**config.mk**
```make
export PLATFORM = sky130hd
export DESIGN_NAME = spi_slave
export DESIGN_NICKNAME = d
export VERILOG_FILES = /design/src/rtl/spi_slave.sv
export SDC_FILE = /design/constraint.sdc
export NUM_CORES = 1
export LEC_CHECK = 0
export CAP_MARGIN = 20
export CORE_MARGIN = 2
export CORE_UTILIZATION = 50
export DETAILED_ROUTE_END_ITERATION = 7
export PLACE_DENSITY = 0.85
export SKIP_LAST_GASP = 1
export SYNTH_ARGS = -nofsm -noshare
export SYNTH_HDL_FRONTEND = slang
export SYNTH_SLANG_ARGS = --single-unit
```
**constraint.sdc**
```tcl
create_clock -name i_clk -period 2.38 [get_ports i_clk]
set_clock_uncertainty 0.2 [all_clocks]
set_input_delay 0.238 -clock i_clk [delete_from_list [all_inputs] [get_ports i_clk]]
set_output_delay 0.238 -clock i_clk [all_outputs]
set_load 0.005 [all_outputs]
```
**src/rtl/spi_slave.sv**
```systemverilog
// SPI mode-0 responder, MSB first. Pins are oversampled in the clk domain; local logic sees
// a one-word tx holding buffer and an rx register, both with valid/ready handshakes.
module spi_slave #(
    parameter int DATA_W      = 8,
    parameter int SYNC_STAGES = 2
) (
    input  logic              i_clk,
    input  logic              i_rst_n,
    input  logic              i_sclk,
    input  logic              i_cs_n,
    input  logic              i_mosi,
    output logic              o_miso,
    input  logic [DATA_W-1:0] i_tx_data,
    input  logic              i_tx_valid,
    output logic              o_tx_ready,
    output logic [DATA_W-1:0] o_rx_data,
    output logic              o_rx_valid,
    input  logic              i_rx_ready,
    output logic              o_busy,
    output logic              o_underrun,
    output logic              o_overrun
);

    localparam int CNT_W = (DATA_W > 1) ? $clog2(DATA_W) : 1;

    typedef enum logic {S_IDLE, S_ACTIVE} state_t;

    logic [SYNC_STAGES-1:0] r_sclk_sync;
    logic [SYNC_STAGES-1:0] r_cs_n_sync;
    logic [SYNC_STAGES-1:0] r_mosi_sync;
    logic                   r_sclk_d;
    logic                   r_cs_n_d;

    state_t                 r_state;
    state_t                 w_state_next;
    logic [CNT_W-1:0]       r_bit_cnt;
    logic [DATA_W-1:0]      r_tx_shift;
    logic [DATA_W-1:0]      r_rx_shift;
    logic [DATA_W-1:0]      r_tx_buf;
    logic                   r_tx_full;
    logic [DATA_W-1:0]      r_rx_data;
    logic                   r_rx_valid;
    logic                   r_underrun;
    logic                   r_overrun;

    logic w_sclk_s, w_cs_n_s, w_mosi_s;
    logic w_sclk_rise, w_sclk_fall, w_cs_fall, w_cs_rise;
    logic w_load, w_shift, w_rx_bit, w_abort, w_word_done, w_tx_wr;

    assign w_sclk_s = r_sclk_sync[SYNC_STAGES-1];
    assign w_cs_n_s = r_cs_n_sync[SYNC_STAGES-1];
    assign w_mosi_s = r_mosi_sync[SYNC_STAGES-1];

    assign w_sclk_rise = w_sclk_s & ~r_sclk_d;
    assign w_sclk_fall = ~w_sclk_s & r_sclk_d;
    assign w_cs_fall   = ~w_cs_n_s & r_cs_n_d;
    assign w_cs_rise   = w_cs_n_s & ~r_cs_n_d;

    // cs_n idles high so a reset never looks like a frame start.
    always_ff @(posedge i_clk or negedge i_rst_n) begin
        if (!i_rst_n) begin
            r_sclk_sync <= '0;
            r_cs_n_sync <= '1;
            r_mosi_sync <= '0;
            r_sclk_d    <= 1'b0;
            r_cs_n_d    <= 1'b1;
        end else begin
            r_sclk_sync <= {r_sclk_sync[SYNC_STAGES-2:0], i_sclk};
            r_cs_n_sync <= {r_cs_n_sync[SYNC_STAGES-2:0], i_cs_n};
            r_mosi_sync <= {r_mosi_sync[SYNC_STAGES-2:0], i_mosi};
            r_sclk_d    <= w_sclk_s;
            r_cs_n_d    <= w_cs_n_s;
        end
    end

    always_ff @(posedge i_clk or negedge i_rst_n) begin
        if (!i_rst_n) begin
            r_state <= S_IDLE;
        end else begin
            r_state <= w_state_next;
        end
    end

    always_comb begin
        w_state_next = r_state;
        w_load       = 1'b0;
        w_shift      = 1'b0;
        w_rx_bit     = 1'b0;
        w_abort      = 1'b0;
        case (r_state)
            S_IDLE: begin
                if (w_cs_fall) begin
                    w_state_next = S_ACTIVE;
                    w_load       = 1'b1;
                end
            end
            S_ACTIVE: begin
                if (w_cs_rise) begin
                    w_state_next = S_IDLE;
                    w_abort      = 1'b1;
                end else begin
                    w_rx_bit = w_sclk_rise;
                    // A fall right after a completed word opens the next word slot.
                    if (w_sclk_fall) begin
                        if (r_bit_cnt != '0) begin
                            w_shift = 1'b1;
                        end else begin
                            w_load = 1'b1;
                        end
                    end
                end
            end
            default: w_state_next = S_IDLE;
        endcase
    end

    assign w_word_done = w_rx_bit && (r_bit_cnt == CNT_W'(DATA_W - 1));
    assign w_tx_wr     = i_tx_valid & ~r_tx_full;

    always_ff @(posedge i_clk or negedge i_rst_n) begin
        if (!i_rst_n) begin
            r_bit_cnt  <= '0;
            r_tx_shift <= '0;
            r_rx_shift <= '0;
            r_tx_buf   <= '0;
            r_tx_full  <= 1'b0;
            r_rx_data  <= '0;
            r_rx_valid <= 1'b0;
            r_underrun <= 1'b0;
            r_overrun  <= 1'b0;
        end else begin
            if (w_abort) begin
                r_tx_shift <= '0;
            end else if (w_load) begin
                r_tx_shift <= r_tx_full ? r_tx_buf : '0;
            end else if (w_shift) begin
                r_tx_shift <= {r_tx_shift[DATA_W-2:0], 1'b0};
            end

            // A write is only accepted while empty, so it never collides with a load of a full buffer.
            if (w_tx_wr) begin
                r_tx_buf  <= i_tx_data;
                r_tx_full <= 1'b1;
            end else if (w_load) begin
                r_tx_full <= 1'b0;
            end
            r_underrun <= w_load & ~r_tx_full;

            if (w_abort) begin
                r_bit_cnt  <= '0;
                r_rx_shift <= '0;
            end else if (w_rx_bit) begin
                r_bit_cnt  <= w_word_done ? '0 : r_bit_cnt + 1'b1;
                r_rx_shift <= {r_rx_shift[DATA_W-2:0], w_mosi_s};
            end

            if (w_word_done) begin
                r_rx_data  <= {r_rx_shift[DATA_W-2:0], w_mosi_s};
                r_rx_valid <= 1'b1;
            end else if (r_rx_valid && i_rx_ready) begin
                r_rx_valid <= 1'b0;
            end
            r_overrun <= w_word_done & r_rx_valid & ~i_rx_ready;
        end
    end

    assign o_miso     = (r_state == S_ACTIVE) ? r_tx_shift[DATA_W-1] : 1'b0;
    assign o_tx_ready = ~r_tx_full;
    assign o_rx_data  = r_rx_data;
    assign o_rx_valid = r_rx_valid;
    assign o_busy     = ~w_cs_n_s;
    assign o_underrun = r_underrun;
    assign o_overrun  = r_overrun;

endmodule
```
# [After elaboration in Yosys (flattened, before gate mapping)]
# Cells that the tools add are included.
# W data, S select, Z words.
[classes] muxes=29 add_sub_neg=1 eq_ne=1 reduce_logical=7 bitwise_logic=15
[ops] cell="$mux W8" n=4
[ops] cell="$mux W1" n=18
[ops] cell="$mux W7" n=2
[ops] cell="$mux W3" n=3
[ops] cell="$and A1 B1 Y1" n=8
[ops] cell="$not A1 Y1" n=7
[ops] cell="$reduce_bool A2 Y1" n=3
[ops] cell="$reduce_bool A3 Y1" n=2
[ops] cell="$pmux W1 S2" n=2
[ops] cell="$add A3 B1 Y3 const B" n=1
[ops] cell="$eq A3 B3 Y1 const B" n=1
[ops] cell="$logic_and A1 B1 Y1" n=2
[word_totals] wordCells=68 reg_bits=47

# [Depth between registers and ports, before layout]
[depth] depth_word=8 depth_mapped=7 mapped_depth_nobuf=6

# [Worst setup path after synthesis]
# Ideal clock, no wire load.
[synth_path] path_type="register -> register" start="register r_cs_n_d" end="register r_rx_data[0], in the netlist o_rx_data[0]" stages_incl_launch_ff=6 arrival_ns=1.364 period_less_slack_ns=1.689 setup_ns=0.125 slack_ns=0.691 path_cell_list="dfstp_2 nand2b_1 and4b_1 buf_6 nand2_8 mux2_4"
[synth_via] elab_chain_cells=5
[synth_lines] element="from (decl)" line_no="32" source="logic r_cs_n_d;"
[synth_lines] element="from (signal assigned)" line_no="72" source="r_cs_n_d <= w_cs_n_s;"
[synth_lines] element="$not A1 Y1" line_no="57" source="assign w_cs_rise = w_cs_n_s & ~r_cs_n_d;"
[synth_lines] element="$and A1 B1 Y1" line_no="57"
[synth_lines] element="$mux W1" line_no="98" source="if (w_cs_rise) begin"
[synth_lines] element="$mux W1" line_no="90" source="case (r_state)"
[synth_lines] element="$logic_and A1 B1 Y1" line_no="117" source="assign w_word_done = w_rx_bit && (r_bit_cnt == CNT_W'(DATA_W - 1));"
[synth_lines] element="to (signal assigned)" line_no="158" source="r_rx_data <= {r_rx_shift[DATA_W-2:0], w_mosi_s};"
[synth_lines] element="to (decl)" line_no="41" source="logic [DATA_W-1:0] r_rx_data;"
# No other way between the ends.
# A chain may end at the register's enable or synchronous reset.

# [Final worst setup path]
[layout_path] start="register r_bit_cnt[0]" end="register r_tx_shift[6]"
[layout_via] elab_chain_cells=7 word_cells_on_any_way=12
[layout_lines] element="from (decl)" line_no="36" source="logic [CNT_W-1:0] r_bit_cnt;"
[layout_lines] element="from (signal assigned)" line_no="153" source="r_bit_cnt <= w_word_done ? '0 : r_bit_cnt + 1'b1;"
[layout_lines] element="$reduce_bool A3 Y1 (*)" line_no="105" source="if (r_bit_cnt != '0) begin"
[layout_lines] element="$mux W1" line_no="105"
[layout_lines] element="$mux W1" line_no="104" source="if (w_sclk_fall) begin"
[layout_lines] element="$mux W1" line_no="98"
[layout_lines] element="$pmux W1 S2" line_no="90"
[layout_lines] element="$mux W8" line_no="134" source="end else if (w_load) begin"
[layout_lines] element="$mux W8" line_no="132" source="if (w_abort) begin"
[layout_lines] element="to (signal assigned)" line_no="135" source="r_tx_shift <= r_tx_full ? r_tx_buf : '0;"
[layout_lines] element="to (signal assigned)" line_no="137" source="r_tx_shift <= {r_tx_shift[DATA_W-2:0], 1'b0};"
[layout_lines] element="to (decl)" line_no="37" source="logic [DATA_W-1:0] r_tx_shift;"
# Mark *: on every way between the ends. The rest lies on a longest branch, timed or not.

==> impl_results.rst <==
.. list-table::
   :header-rows: 1

   * - Metric
     - Value
   * - Most common cell after layout, fill and taps aside
     - sky130_fd_sc_hd__dfrtp_1
   * - Data arrival time of the worst path
     - ~1.9 ns
   * - Setup repair after global routing missed its margin
     - false
   * - Pwr per Cell Area
     - 835 nW/um^2
   * - Number of antenna violations at the first check in global routing
     - 0
   * - Required time at the worst-slack endpoint
     - about 2.4 ns
   * - Final setup violation count
     - 0
   * - Worst skew pair latency
     - approximately 0.30 ns
   * - Total Wirelength
     - 3130 um
   * - WP depth
     - 6
   * - Detailed-route via count
     - 1160
   * - Final standard cell area without fillers
     - around 2400 um^2
   * - Horiz. Die Dim
     - roughly 66 um
   * - Remaining design rule violation count
     - 0
   * - Cell type group with the largest total delay on the critical path
     - simple AND/OR/NAND/NOR gates
   * - Total die area
     - 4410 um^2
   * - Placer congestion estimate
     - roughly 0.80
   * - Post-route worst hold slack
     - roughly 0.14 ns
   * - Cell at the slowest stage of the critical path
     - sky130_fd_sc_hd__and4b_1
   * - Core footprint
     - around 3700 um^2
   * - Routed len/inst
     - approximately 14 um
   * - Source of the worst hold timing path
     - i_cs_n
   * - Critical register-to-register path startpoint
     - r_bit_cnt[0]$_DFFE_PN0P_
   * - Cell area after technology mapping
     - roughly 1900 um^2
   * - Fin util
     - about 64%
   * - Total number of clock tree sinks
     - between 40 and 50
   * - Fraction of layout instances using a drive strength above 1
     - a little under a fifth
   * - Pin count of the biggest net entering global routing
     - 25
   * - Placement-stage cell area
     - 2270 um^2
   * - Count of buffers inserted at the top-level ports
     - 28
   * - Vertical die dimension
     - ~66 um
   * - Critical Path Fanout Max
     - 8
   * - Launching element of the worst setup path
     - r_bit_cnt[0]$_DFFE_PN0P_
   * - Combinational family with the most area after synthesis
     - multiplexers
   * - Maximum operating frequency
     - around 510 MHz
   * - Static leakage
     - 0.00106 uW
   * - Post-layout minimum cycle time
     - about 2.0 ns
   * - Period Utilization, post-route
     - just over 80%
   * - Arithmetic-cell share of the synthesized area counting full adders, half adders and majority gates
     - 1.93%
   * - 1st-pass router iterations
     - 4
   * - Number of core rows
     - 22
   * - Most frequent cells in the layout
     - sky130_fd_sc_hd__dfrtp_1, sky130_fd_sc_hd__clkdlybuf4s50_1, sky130_fd_sc_hd__nand2_1, sky130_fd_sc_hd__mux2i_1
   * - YS warnings
     - 0
   * - Clock slew at the register clock pins of the worst setup and hold paths
     - around 0.08 ns
   * - Depth of the most critical reg-to-reg path
     - 6
   * - Root Buffer
     - sky130_fd_sc_hd__clkbuf_8
   * - CTS H-Tree Depth
     - 2
   * - Starting density of the core
     - approximately 52%
   * - Post-Syn Nets
     - approximately 160
   * - Worst Tran Pin Value
     - between 0.5 and 0.6 ns
   * - Clock tree from TritonCTS
     - done
   * - Count of unique library cells instantiated by Yosys
     - 28
   * - Count of pins on the block boundary
     - 29
   * - Worst slew margin relative to its limit
     - between 60% and 70%
   * - Number of pins exceeding their max-slew limit in the final report
     - 0
   * - Type of the tightest min-delay check
     - input pin to flop
   * - Cell-by-cell listing of the critical path
     - inv_1, ha_1, nand2b_1, and4b_1, mux2i_1, o2bb2ai_1
   * - Global-route wire length before repair
     - roughly 5400 um
   * - Xor and xnor fraction of the mapped netlist area
     - 0%
   * - Post CTS Setup Buffer Count
     - 0
   * - Max Root-Sink Buffers
     - 2
   * - Maximum VDD drop
     - approximately 0.55 mV
   * - Part of the Yosys area used for sequential elements
     - between 60% and 70%
   * - Classification of the worst setup path
     - flop to flop
   * - Number of cells produced by synthesis
     - roughly 150
   * - Clock buffers created by TritonCTS
     - 5
   * - Residual antenna-violating net count after detailed routing
     - 0
   * - Area delta synth->final
     - 22.1%
   * - Fraction of synthesized area in multiplexers
     - between 10% and 20%
   * - Count of antenna diodes in the layout
     - 0
   * - Crit path capture type
     - flop
   * - Routed vias/inst
     - a little over 5
   * - Per-instance average area after synthesis
     - 13.4 um^2
   * - Count of final hold-check violations
     - 0
   * - Post-synthesis compound-gate area fraction
     - about 7.4%
   * - Total global routing track utilization
     - between 15 and 20%
   * - Slowest stage delay, CP
     - 0.50 ns
   * - Sum of negative setup slack
     - 0 ns
   * - Iter 0 DRT Violations
     - 40
   * - Number of inserted filler cells in the final layout
     - slightly below 300
   * - Run status
     - finished clean
   * - Hold-critical path depth
     - 1
   * - Detail Placement HPWL
     - around 2300 um
   * - Max-capacitance violation count
     - 0
   * - Overflow left after global routing
     - 0
   * - Nets
     - about 200
   * - Number of storage elements in the synthesis netlist
     - 47
   * - Startpoint type of the worst setup path
     - flop
   * - Worst path bufs/invs
     - 1
   * - Share of synthesized cell area in and, or, nand and nor gates
     - approximately 11%
   * - Via count of the first global-routing pass
     - approximately 1200
## synth_stat cells
| library cell | number | area, um^2 |
|---|---|---|
| sky130_fd_sc_hd__dfrtp_1 | 44 | 1100 |
| sky130_fd_sc_hd__nand2_1 | 15 | 56.3 |
| sky130_fd_sc_hd__mux2i_1 | 10 | 100 |
| sky130_fd_sc_hd__mux2_2 | 8 | 90.1 |
| sky130_fd_sc_hd__mux2_4 | 8 | 120 |
| sky130_fd_sc_hd__o21ai_1 | 7 | 35.0 |
| sky130_fd_sc_hd__o2bb2ai_1 | 7 | 61.3 |
| sky130_fd_sc_hd__nor2_1 | 6 | 22.5 |
| sky130_fd_sc_hd__inv_1 | 5 | 18.8 |
| sky130_fd_sc_hd__nand2b_1 | 5 | 31.3 |
| sky130_fd_sc_hd__buf_2 | 3 | 15.0 |
| sky130_fd_sc_hd__dfstp_2 | 3 | 78.8 |
| sky130_fd_sc_hd__ha_1 | 3 | 37.5 |
| sky130_fd_sc_hd__nor2b_1 | 3 | 18.8 |
| sky130_fd_sc_hd__a21oi_1 | 2 | 10.0 |
| sky130_fd_sc_hd__and2_1 | 2 | 12.5 |
| sky130_fd_sc_hd__and4b_1 | 2 | 20.0 |
| sky130_fd_sc_hd__buf_6 | 2 | 22.5 |
| sky130_fd_sc_hd__a211o_1 | 1 | 8.76 |
| sky130_fd_sc_hd__a21o_1 | 1 | 7.51 |
| sky130_fd_sc_hd__a21oi_2 | 1 | 8.76 |
| sky130_fd_sc_hd__inv_2 | 1 | 3.75 |
| sky130_fd_sc_hd__nand2_8 | 1 | 20.0 |
| sky130_fd_sc_hd__nand3b_1 | 1 | 7.51 |
| sky130_fd_sc_hd__nand4_1 | 1 | 6.26 |
| sky130_fd_sc_hd__nor4_4 | 1 | 21.3 |
| sky130_fd_sc_hd__o21a_1 | 1 | 7.51 |
| sky130_fd_sc_hd__o21ai_0 | 1 | 5.00 |
## stage by stage
| step | setup slack, ns | instances | total power, uW |
|---|---|---|---|
| final | 0.421 | 228 | 1990 |
| after global routing | 0.278 | 228 | 2110 |
| after CTS | 0.414 | 228 | 2010 |
| after detailed placement | 0.428 | 219 | 1500 |
| after global placement | 0.507 | 219 | 1460 |
| after floorplan | 0.691 | 145 | 1340 |
## worst reg2reg max path: cells and delay by family, from the launching register on
family / cells / cell delay, ns
fa+ha+maj: 1 / 0.19
flops: 1 / 0.41
buf+inv: 1 / 0.06
compound gates: 1 / 0.08
simple gates: 2 / 0.61
mux: 1 / 0.28
## flip-flops by register name, indices dropped and copies added, names as in the netlist
name and flops:
r_rx_shift 7, r_bit_cnt 3, r_sclk_d 1, r_tx_buf 8
o_rx_data 8, o_underrun 1, o_overrun 1, r_sclk_sync 2
r_mosi_sync 2, r_state 1, r_tx_full 1, r_tx_shift 8
r_cs_n_d 1, o_rx_valid 1, r_cs_n_sync 2
## final timing paths
| path | end | slack, ns |
|---|---|---|
| worst max-delay path | r_tx_shift[6]$_DFFE_PN0P_ | 0.42 |
| worst min-delay path | r_cs_n_sync[0]$_DFF_PN1_ | 0.14 |
| max in group asynchronous | r_cs_n_sync[1]$_DFF_PN1_ | 1.02 |
| worst max register to register | r_tx_shift[6]$_DFFE_PN0P_ | 0.42 |
| min in group asynchronous | r_bit_cnt[0]$_DFFE_PN0P_ | 0.23 |
| worst min register to register | r_sclk_sync[1]$_DFF_PN0_ | 0.15 |
## repair_timing
item,4_1_cts,5_1_grt
hold buffers,1,0
gates resized for setup,0,0
hold endpoints to repair,23,0
## kinds of logic after synthesis
family | count (synthesis)
flip-flops | 47
AND/OR/NAND/NOR | 37
multiplexers | 26
AO/OA/AOI/OAI | 21
buffers and inverters | 11
adder cells (fa/ha/maj) | 3
## cell type report
cell class              instances  area (um^2)  area share, %
multi-input cells              87          708           29.8
clock buffers                   8          100           4.21
repair buffers                 32          308           12.9
flip-flops and latches         47         1180           49.6
inverters                       6         22.5          0.947
well taps                      48         60.1           2.52
## layer usage
layer	GRT usage, %	up-vias	share of wire [%]
li1	-	568	-
met3	5.11	10	5.8
met5	0	-	0
met1	19.0	548	41
met4	10.7	0	2.8
met2	28.2	34	51
## power by group
group	total, uW	internal, uW	leakage [uW]	switching [uW]
logic	401	223	0.000408	178
clock network	507	265	0.0000515	242
registers	1080	969	0.000602	110
No activity file was read; power rests on OpenSTA's default activity.
